## config.mk

```make
export PLATFORM = sky130hd
export DESIGN_NAME = prog_run_ctrl_flat
export DESIGN_NICKNAME = d
export VERILOG_FILES = /design/src/rtl/run_ctrl_pkg.sv /design/src/rtl/prog_run_ctrl_if.sv /design/src/rtl/prog_pc_table.sv /design/src/rtl/prog_run_ctrl.sv /design/src/flat_wrapper.sv
export SDC_FILE = /design/constraint.sdc
export NUM_CORES = 1
export LEC_CHECK = 0
export BUFFER_PORTS_ARGS = -buffer_cell sky130_fd_sc_hd__buf_2
export CORE_MARGIN = 10
export CORE_UTILIZATION = 54
export DETAILED_ROUTE_END_ITERATION = 7
export PLACE_DENSITY = 0.84
export SLEW_MARGIN = 20
export SYNTH_ARGS = -nofsm -noshare
export SYNTH_HDL_FRONTEND = slang
export SYNTH_HIERARCHICAL = 1
export SYNTH_SLANG_ARGS = --single-unit
export TNS_END_PERCENT = 1
```

## constraint.sdc

```tcl
create_clock -name clk -period 2.44 [get_ports clk]
set_input_delay 0.122 -clock clk [delete_from_list [all_inputs] [get_ports clk]]
set_output_delay 0.122 -clock clk [all_outputs]
set_load 0.02 [all_outputs]
```

## src/rtl/run_ctrl_pkg.sv

```systemverilog
// Shared types and constants for the program-run controller.
//   run_state_t : controller FSM states
//   prog_id_t   : program select code (0 = invalid, 1..3 = programs)
package run_ctrl_pkg;

  typedef enum logic [1:0] {
    IDLE = 2'd0,
    HOLD = 2'd1,
    RUN  = 2'd2,
    DONE = 2'd3
  } run_state_t;

  typedef logic [1:0] prog_id_t;

  localparam prog_id_t PROG_MUL  = 2'd1;
  localparam prog_id_t PROG_STR  = 2'd2;
  localparam prog_id_t PROG_PAIR = 2'd3;

endpackage

```

## src/rtl/prog_run_ctrl_if.sv

```systemverilog
// Start/done run handshake between an external requester and the run
// controller.
//   start, prog_sel, abort              : requester -> controller
//   busy, done, timeout, cycle_count    : controller -> requester
// master = requester side, slave = controller side.
interface prog_run_ctrl_if #(
  parameter int CNT_W = 16
) ();
  import run_ctrl_pkg::*;

  logic             start;
  prog_id_t         prog_sel;
  logic             abort;
  logic             busy;
  logic             done;
  logic             timeout;
  logic [CNT_W-1:0] cycle_count;

  modport master (
    output start, prog_sel, abort,
    input  busy, done, timeout, cycle_count
  );

  modport slave (
    input  start, prog_sel, abort,
    output busy, done, timeout, cycle_count
  );
endinterface

```

## src/rtl/prog_pc_table.sv

```systemverilog
// Combinational program table: maps a program select code to its start PC.
//   prog_sel : program code (1..3 valid)
//   pc       : start PC of the selected program
//   valid    : 1 when prog_sel names a real program
module prog_pc_table
  import run_ctrl_pkg::*;
#(
  parameter int              PC_W     = 10,
  parameter logic [PC_W-1:0] PROG1_PC = '0,
  parameter logic [PC_W-1:0] PROG2_PC = '0,
  parameter logic [PC_W-1:0] PROG3_PC = '0
) (
  input  prog_id_t        prog_sel,
  output logic [PC_W-1:0] pc,
  output logic            valid
);

  always_comb begin
    pc    = PROG1_PC;
    valid = 1'b0;
    case (prog_sel)
      PROG_MUL:  begin pc = PROG1_PC; valid = 1'b1; end
      PROG_STR:  begin pc = PROG2_PC; valid = 1'b1; end
      PROG_PAIR: begin pc = PROG3_PC; valid = 1'b1; end
      default:   ;
    endcase
  end

endmodule

```

## src/rtl/prog_run_ctrl.sv

```systemverilog
// Program run controller. Accepts a start request, holds the core in reset
// for RST_CYCLES cycles while loading the program start PC, then lets the
// core run and counts cycles until it halts, a watchdog expires, or the run
// is aborted.
//   clk, reset  : clock, asynchronous active-low reset
//   rif         : run handshake (start/prog_sel/abort in; busy/done/
//                 timeout/cycle_count out)
//   core_halt   : core has reached its halt instruction (level)
//   core_rst    : active-high reset to the core
//   pc_load     : one-cycle pulse, core loads start_pc
//   start_pc    : start PC of the selected program
module prog_run_ctrl
  import run_ctrl_pkg::*;
#(
  parameter int              PC_W       = 10,
  parameter int              CNT_W      = 16,
  parameter int              RST_CYCLES = 2,
  parameter int unsigned     TIMEOUT    = 4000,
  parameter logic [PC_W-1:0] PROG1_PC   = '0,
  parameter logic [PC_W-1:0] PROG2_PC   = '0,
  parameter logic [PC_W-1:0] PROG3_PC   = '0
) (
  input  logic            clk,
  input  logic            reset,
  prog_run_ctrl_if.slave  rif,
  input  logic            core_halt,
  output logic            core_rst,
  output logic            pc_load,
  output logic [PC_W-1:0] start_pc
);

  localparam int HOLD_W = (RST_CYCLES > 1) ? $clog2(RST_CYCLES) : 1;
  localparam logic [HOLD_W-1:0] HOLD_LAST = HOLD_W'(RST_CYCLES - 1);
  localparam logic [CNT_W-1:0]  CNT_LAST  = CNT_W'(TIMEOUT - 1);
  localparam logic [CNT_W-1:0]  CNT_MAX   = CNT_W'(TIMEOUT);

  run_state_t        state_q, state_d;
  logic [HOLD_W-1:0] hold_cnt_q, hold_cnt_d;
  logic [CNT_W-1:0]  cycle_cnt_q, cycle_cnt_d;
  logic [PC_W-1:0]   start_pc_q, start_pc_d;
  logic              timeout_q, timeout_d;
  logic              pc_load_q, pc_load_d;
  logic              core_rst_q, core_rst_d;
  logic              busy_q, busy_d;
  logic              done_q, done_d;

  logic [PC_W-1:0]   table_pc;
  logic              table_valid;

  prog_pc_table #(
    .PC_W     (PC_W),
    .PROG1_PC (PROG1_PC),
    .PROG2_PC (PROG2_PC),
    .PROG3_PC (PROG3_PC)
  ) u_pc_table (
    .prog_sel (rif.prog_sel),
    .pc       (table_pc),
    .valid    (table_valid)
  );

  always_comb begin
    state_d     = state_q;
    hold_cnt_d  = hold_cnt_q;
    cycle_cnt_d = cycle_cnt_q;
    start_pc_d  = start_pc_q;
    timeout_d   = timeout_q;
    pc_load_d   = 1'b0;

    case (state_q)
      // Start is only honoured while idle or finished; abort has no
      // meaning here, so a simultaneous start always wins.
      IDLE, DONE: begin
        if (rif.start && table_valid) begin
          state_d     = HOLD;
          hold_cnt_d  = '0;
          cycle_cnt_d = '0;
          timeout_d   = 1'b0;
          start_pc_d  = table_pc;
          pc_load_d   = (hold_cnt_d == HOLD_LAST);
        end
      end

      HOLD: begin
        if (rif.abort) begin
          state_d = IDLE;
        end else if (hold_cnt_q == HOLD_LAST) begin
          state_d = RUN;
        end else begin
          hold_cnt_d = hold_cnt_q + 1'b1;
          // Registered pulse lands on the last HOLD cycle.
          pc_load_d  = (hold_cnt_d == HOLD_LAST);
        end
      end

      RUN: begin
        if (rif.abort) begin
          state_d   = IDLE;
          timeout_d = 1'b0;
        end else if (core_halt) begin
          // Halt beats the watchdog; count is frozen at the halt cycle.
          state_d = DONE;
        end else if (cycle_cnt_q == CNT_LAST) begin
          state_d     = DONE;
          timeout_d   = 1'b1;
          cycle_cnt_d = CNT_MAX;
        end else begin
          cycle_cnt_d = cycle_cnt_q + 1'b1;
        end
      end

      default: state_d = IDLE;
    endcase

    // Core is held in reset everywhere except RUN, including DONE so its
    // memory stays frozen for readback.
    core_rst_d = (state_d != RUN);
    busy_d     = (state_d == HOLD) || (state_d == RUN);
    done_d     = (state_d == DONE);
  end

  always_ff @(posedge clk or negedge reset) begin
    if (!reset) begin
      state_q     <= IDLE;
      hold_cnt_q  <= '0;
      cycle_cnt_q <= '0;
      start_pc_q  <= PROG1_PC;
      timeout_q   <= 1'b0;
      pc_load_q   <= 1'b0;
      core_rst_q  <= 1'b1;
      busy_q      <= 1'b0;
      done_q      <= 1'b0;
    end else begin
      state_q     <= state_d;
      hold_cnt_q  <= hold_cnt_d;
      cycle_cnt_q <= cycle_cnt_d;
      start_pc_q  <= start_pc_d;
      timeout_q   <= timeout_d;
      pc_load_q   <= pc_load_d;
      core_rst_q  <= core_rst_d;
      busy_q      <= busy_d;
      done_q      <= done_d;
    end
  end

  assign core_rst        = core_rst_q;
  assign pc_load         = pc_load_q;
  assign start_pc        = start_pc_q;
  assign rif.busy        = busy_q;
  assign rif.done        = done_q;
  assign rif.timeout     = timeout_q;
  assign rif.cycle_count = cycle_cnt_q;

endmodule

```

## src/flat_wrapper.sv

```systemverilog
// flat-port wrapper written by rule: the top's interface ports become plain ports
module prog_run_ctrl_flat import run_ctrl_pkg::*;
#(
  parameter int              PC_W       = 10,
  parameter int              CNT_W      = 16,
  parameter int              RST_CYCLES = 2,
  parameter int unsigned     TIMEOUT    = 4000,
  parameter logic [PC_W-1:0] PROG1_PC   = '0,
  parameter logic [PC_W-1:0] PROG2_PC   = '0,
  parameter logic [PC_W-1:0] PROG3_PC   = '0
)
  (clk, reset, core_halt, core_rst, pc_load, start_pc, rif_start, rif_prog_sel, rif_abort, rif_busy, rif_done, rif_timeout, rif_cycle_count);
  prog_run_ctrl_if #(.CNT_W(CNT_W)) rif_i ();
  input  logic clk;
  input  logic reset;
  input  logic core_halt;
  output logic core_rst;
  output logic pc_load;
  output logic [PC_W-1:0] start_pc;
  input wire logic [$bits(rif_i.start)-1:0] rif_start;
  input wire logic [$bits(rif_i.prog_sel)-1:0] rif_prog_sel;
  input wire logic [$bits(rif_i.abort)-1:0] rif_abort;
  output wire logic [$bits(rif_i.busy)-1:0] rif_busy;
  output wire logic [$bits(rif_i.done)-1:0] rif_done;
  output wire logic [$bits(rif_i.timeout)-1:0] rif_timeout;
  output wire logic [$bits(rif_i.cycle_count)-1:0] rif_cycle_count;
  assign rif_i.start = rif_start;
  assign rif_i.prog_sel = rif_prog_sel;
  assign rif_i.abort = rif_abort;
  assign rif_busy = rif_i.busy;
  assign rif_done = rif_i.done;
  assign rif_timeout = rif_i.timeout;
  assign rif_cycle_count = rif_i.cycle_count;
  prog_run_ctrl #(.PC_W(PC_W), .CNT_W(CNT_W), .RST_CYCLES(RST_CYCLES), .TIMEOUT(TIMEOUT), .PROG1_PC(PROG1_PC), .PROG2_PC(PROG2_PC), .PROG3_PC(PROG3_PC)) u_core (.clk(clk), .reset(reset), .rif(rif_i), .core_halt(core_halt), .core_rst(core_rst), .pc_load(pc_load), .start_pc(start_pc));
endmodule
```

==> results.md <==
- Outcome: complete, no violations
- Layout Nets: about 240
- Max-slew headroom: about 51%
- Core box area: approximately 3300 µm²
- Critical Path Max Stage Delay: 0.53 ns
- Crit-path slowest cell: or4b_1
- Number of synthesized register bits: 34
- Width of the chip: a little under 80 µm
- Post-synth EDFFs: 0
- Die height: 79.0 µm
- Number of flip-flops in the largest register: 16
- GP Congestion: roughly 0.90
- FMAX: 0.469 GHz
- Sequential fraction of the synthesis area: 45.4%
- Worst-path cell chain: inv_1 -> ha_1 -> or3b_1 -> or2_0 -> or4b_1 -> nand3_1
- Post-Place Cells: roughly 270
- Post-synth top area share: between 40% and 50%
- Worst-path fanout max: 7
- Vias in the first global route: ~1500
- Fillers: 280
- Cts bufs inserted: 5
- Reg clk slew, reported paths: 0.10 ns
- TNS Setup: 0 ns
- Layout Cells excl Fill: 276
- WL/cell: 15.8 µm
- Largest cells by area after synthesis: dfrtp_1, mux2_2, buf_4
- Least-Margin Pin Slew: ~0.74 ns
- CTS tree: yes
- Worst reg2reg endpoint: u_core/rif.cycle_count[15]
- Detailed Place HPWL: a little over 3000 µm
- Total die area: ~6200 µm²
- Pwr/cell area: roughly 1100 nW/µm²
- PortBufs: 37
- Leak: between 1 and 1.5 nW
- Share of cells above drive strength 1: between 20 and 30%
- Area Overhead vs Synth: 16.7%
- Max-cap violations: 0
- CTS H-tree lvls: 2
- Most frequent cells in the layout: buf_2, dfrtp_1, nand2_1
- Mapped Cells: roughly 190
- Post-route ant nets: 0
- Reg area: 852 µm²
- Total grt overflow: 0
- Most common cell after layout, fill and taps aside: buf_2
- WHS Endpoint: u_core/rif.timeout
- Bufs on Longest Clock Path: 2
- Avg Cell Area, Syn: between 10 and 15 µm²
- GRT Util Overall: 13.9%
- Detailed Route WL: between 4000 and 5000 µm
- Routed vias/inst: approximately 5.9
- Min cycle time layout: approximately 2.1 ns
- Worst hold path startpoint: core_halt
- FP Rows: 21
- Initial antenna violation count: 0
- Primary FF master, synth: dfrtp_1
- Num Clock Sinks: 34
- DRC errors left: 0
- R2r setup slk: 0.31 ns
- First-pass iteration count of the detailed router: 4
- Synth Cell Area: between 1500 and 2000 µm²
- Cells on Worst Hold Path: 3
- Worst hold path class: input pin to flop
- Crit. End Element: flop
- RSZ-0062 raised after global routing: false
- Clk_skew: just under 0.004 ns
- Ant diodes: 0
- Reg2reg start: u_core/state_q[0]
- Slew Limit Fails: 0
- Starting density of the core: roughly 56%
- WP data required: 2.72 ns
- Final Cycle Share: 87.3%
- Setup WS pre-CTS: approximately 0.35 ns
- Number of DRC markers in iteration 0: around 170
- Post-CTS sizing: 0
- Largest net degree at the start of global routing: 35
- Worst setup path class: flop to flop
- Final hold viol count: 0
- Critical Path Source Type: flop
- Cell taking the most area after synthesis: dfrtp_1
- Post-synth ARST share: 100%
- Worst IR drop on VDD: 0.669 mV
- Via count: roughly 1600
- Synth Warn #: 6
- I/O pin count: 38
- CTS root buf: clkbuf_4
- Final setup margin: around 0.31 ns
- Final setup fails: 0
- Worst-skew pair later-pin latency: ~0.34 ns
- Footprint of the multi-input gates: 901 µm²
- Worst EP arrival: between 2 and 2.5 ns
- Post-synth cell types: 48
- First-pass GRT wire length: roughly 7000 µm
- R2R depth: 6
cells in the mapped netlist, drive strengths merged, types with 5 or more instances:
library cell	instances
a21oi	6
a22o	7
a31oi	5
buf	15
dfrtp	33
ha	5
inv	10
mux2	10
nand2	11
nand3	10
nand4	8
nor2	8
o21ai	10
cells by family after synthesis:
logic type | Yosys count | synth area share, %
buf+inv | 27 | 8.46
mux | 10 | 6.00
fa+ha+maj | 5 | 3.33
simple gates | 62 | 18.8
compound gates | 48 | 17.9
flops | 34 | 45.4
other cells | 1 | 0.200
layer usage:
layer / routed length (µm) / global-route usage (%) / share of wire, %
met1: 1620 / 15.2 / 37
met3: 435 / 5.41 / 10
met2: 2190 / 23.4 / 50
met4: 119 / 5.91 / 2.7
met5: 0 / 0 / 0
worst max path at each step:
stage | start | endpoint | slack [ns] | cells after the start
floorplan | u_core/rif.cycle_count[0] | u_core/rif.busy | 0.30 | 8
global placement | u_core/state_q[0] | u_core/rif.cycle_count[15] | 0.43 | 6
detailed placement | u_core/state_q[0] | u_core/rif.cycle_count[15] | 0.35 | 6
CTS | u_core/state_q[0] | u_core/rif.cycle_count[15] | 0.33 | 6
global route | u_core/state_q[0] | u_core/rif.cycle_count[15] | 0.23 | 6
finish | u_core/state_q[0] | u_core/rif.cycle_count[15] | 0.31 | 6
power by group:
| group | switching (mW) | internal, mW | total [mW] |
|---|---|---|---|
| Clock | 0.193 | 0.347 | 0.540 |
| Combinational | 0.630 | 0.432 | 1.06 |
| Sequential | 0.0802 | 0.714 | 0.795 |
| Total | 0.903 | 1.49 | 2.40 |
cell type report:
type                    count  share of cell area (%)
clock buffers               6                    2.34
inverters                  10                    1.71
well taps                  46                    2.63
clock inverters             2                    2.74
repair buffers             43                    10.6
flip-flops and latches     34                    38.9
multi-input cells         135                    41.1
worst max-delay path: cells and delay by family (launching register included):
family        cells  cell delay, ns
fa+ha+maj         1            0.25
simple gates      4            1.32
flops             1            0.42
buf+inv           1            0.09
metrics by stage:
step / power, mW / area [µm²] / util [%] / hold slack [ns]
floorplan: 1.60 / 1910 / - / -0.174
global placement: 1.83 / 2070 / 62.1 / 0.233
detailed placement: 1.87 / 2070 / 62.1 / 0.228
CTS: 2.42 / 2190 / 65.7 / 0.0666
global route: 2.58 / 2190 / 65.7 / 0.102
finish: 2.40 / 2190 / 65.7 / 0.0838
timing repair:
| item | CTS | global route |
|---|---|---|
| setup endpoints to repair | 0 | 0 |
| buffers inserted | 0 | 0 |
| hold buffers | 1 | 0 |
| endpoints found under the hold margin | 33 | 0 |
No activity file was read; power rests on OpenSTA's default activity.
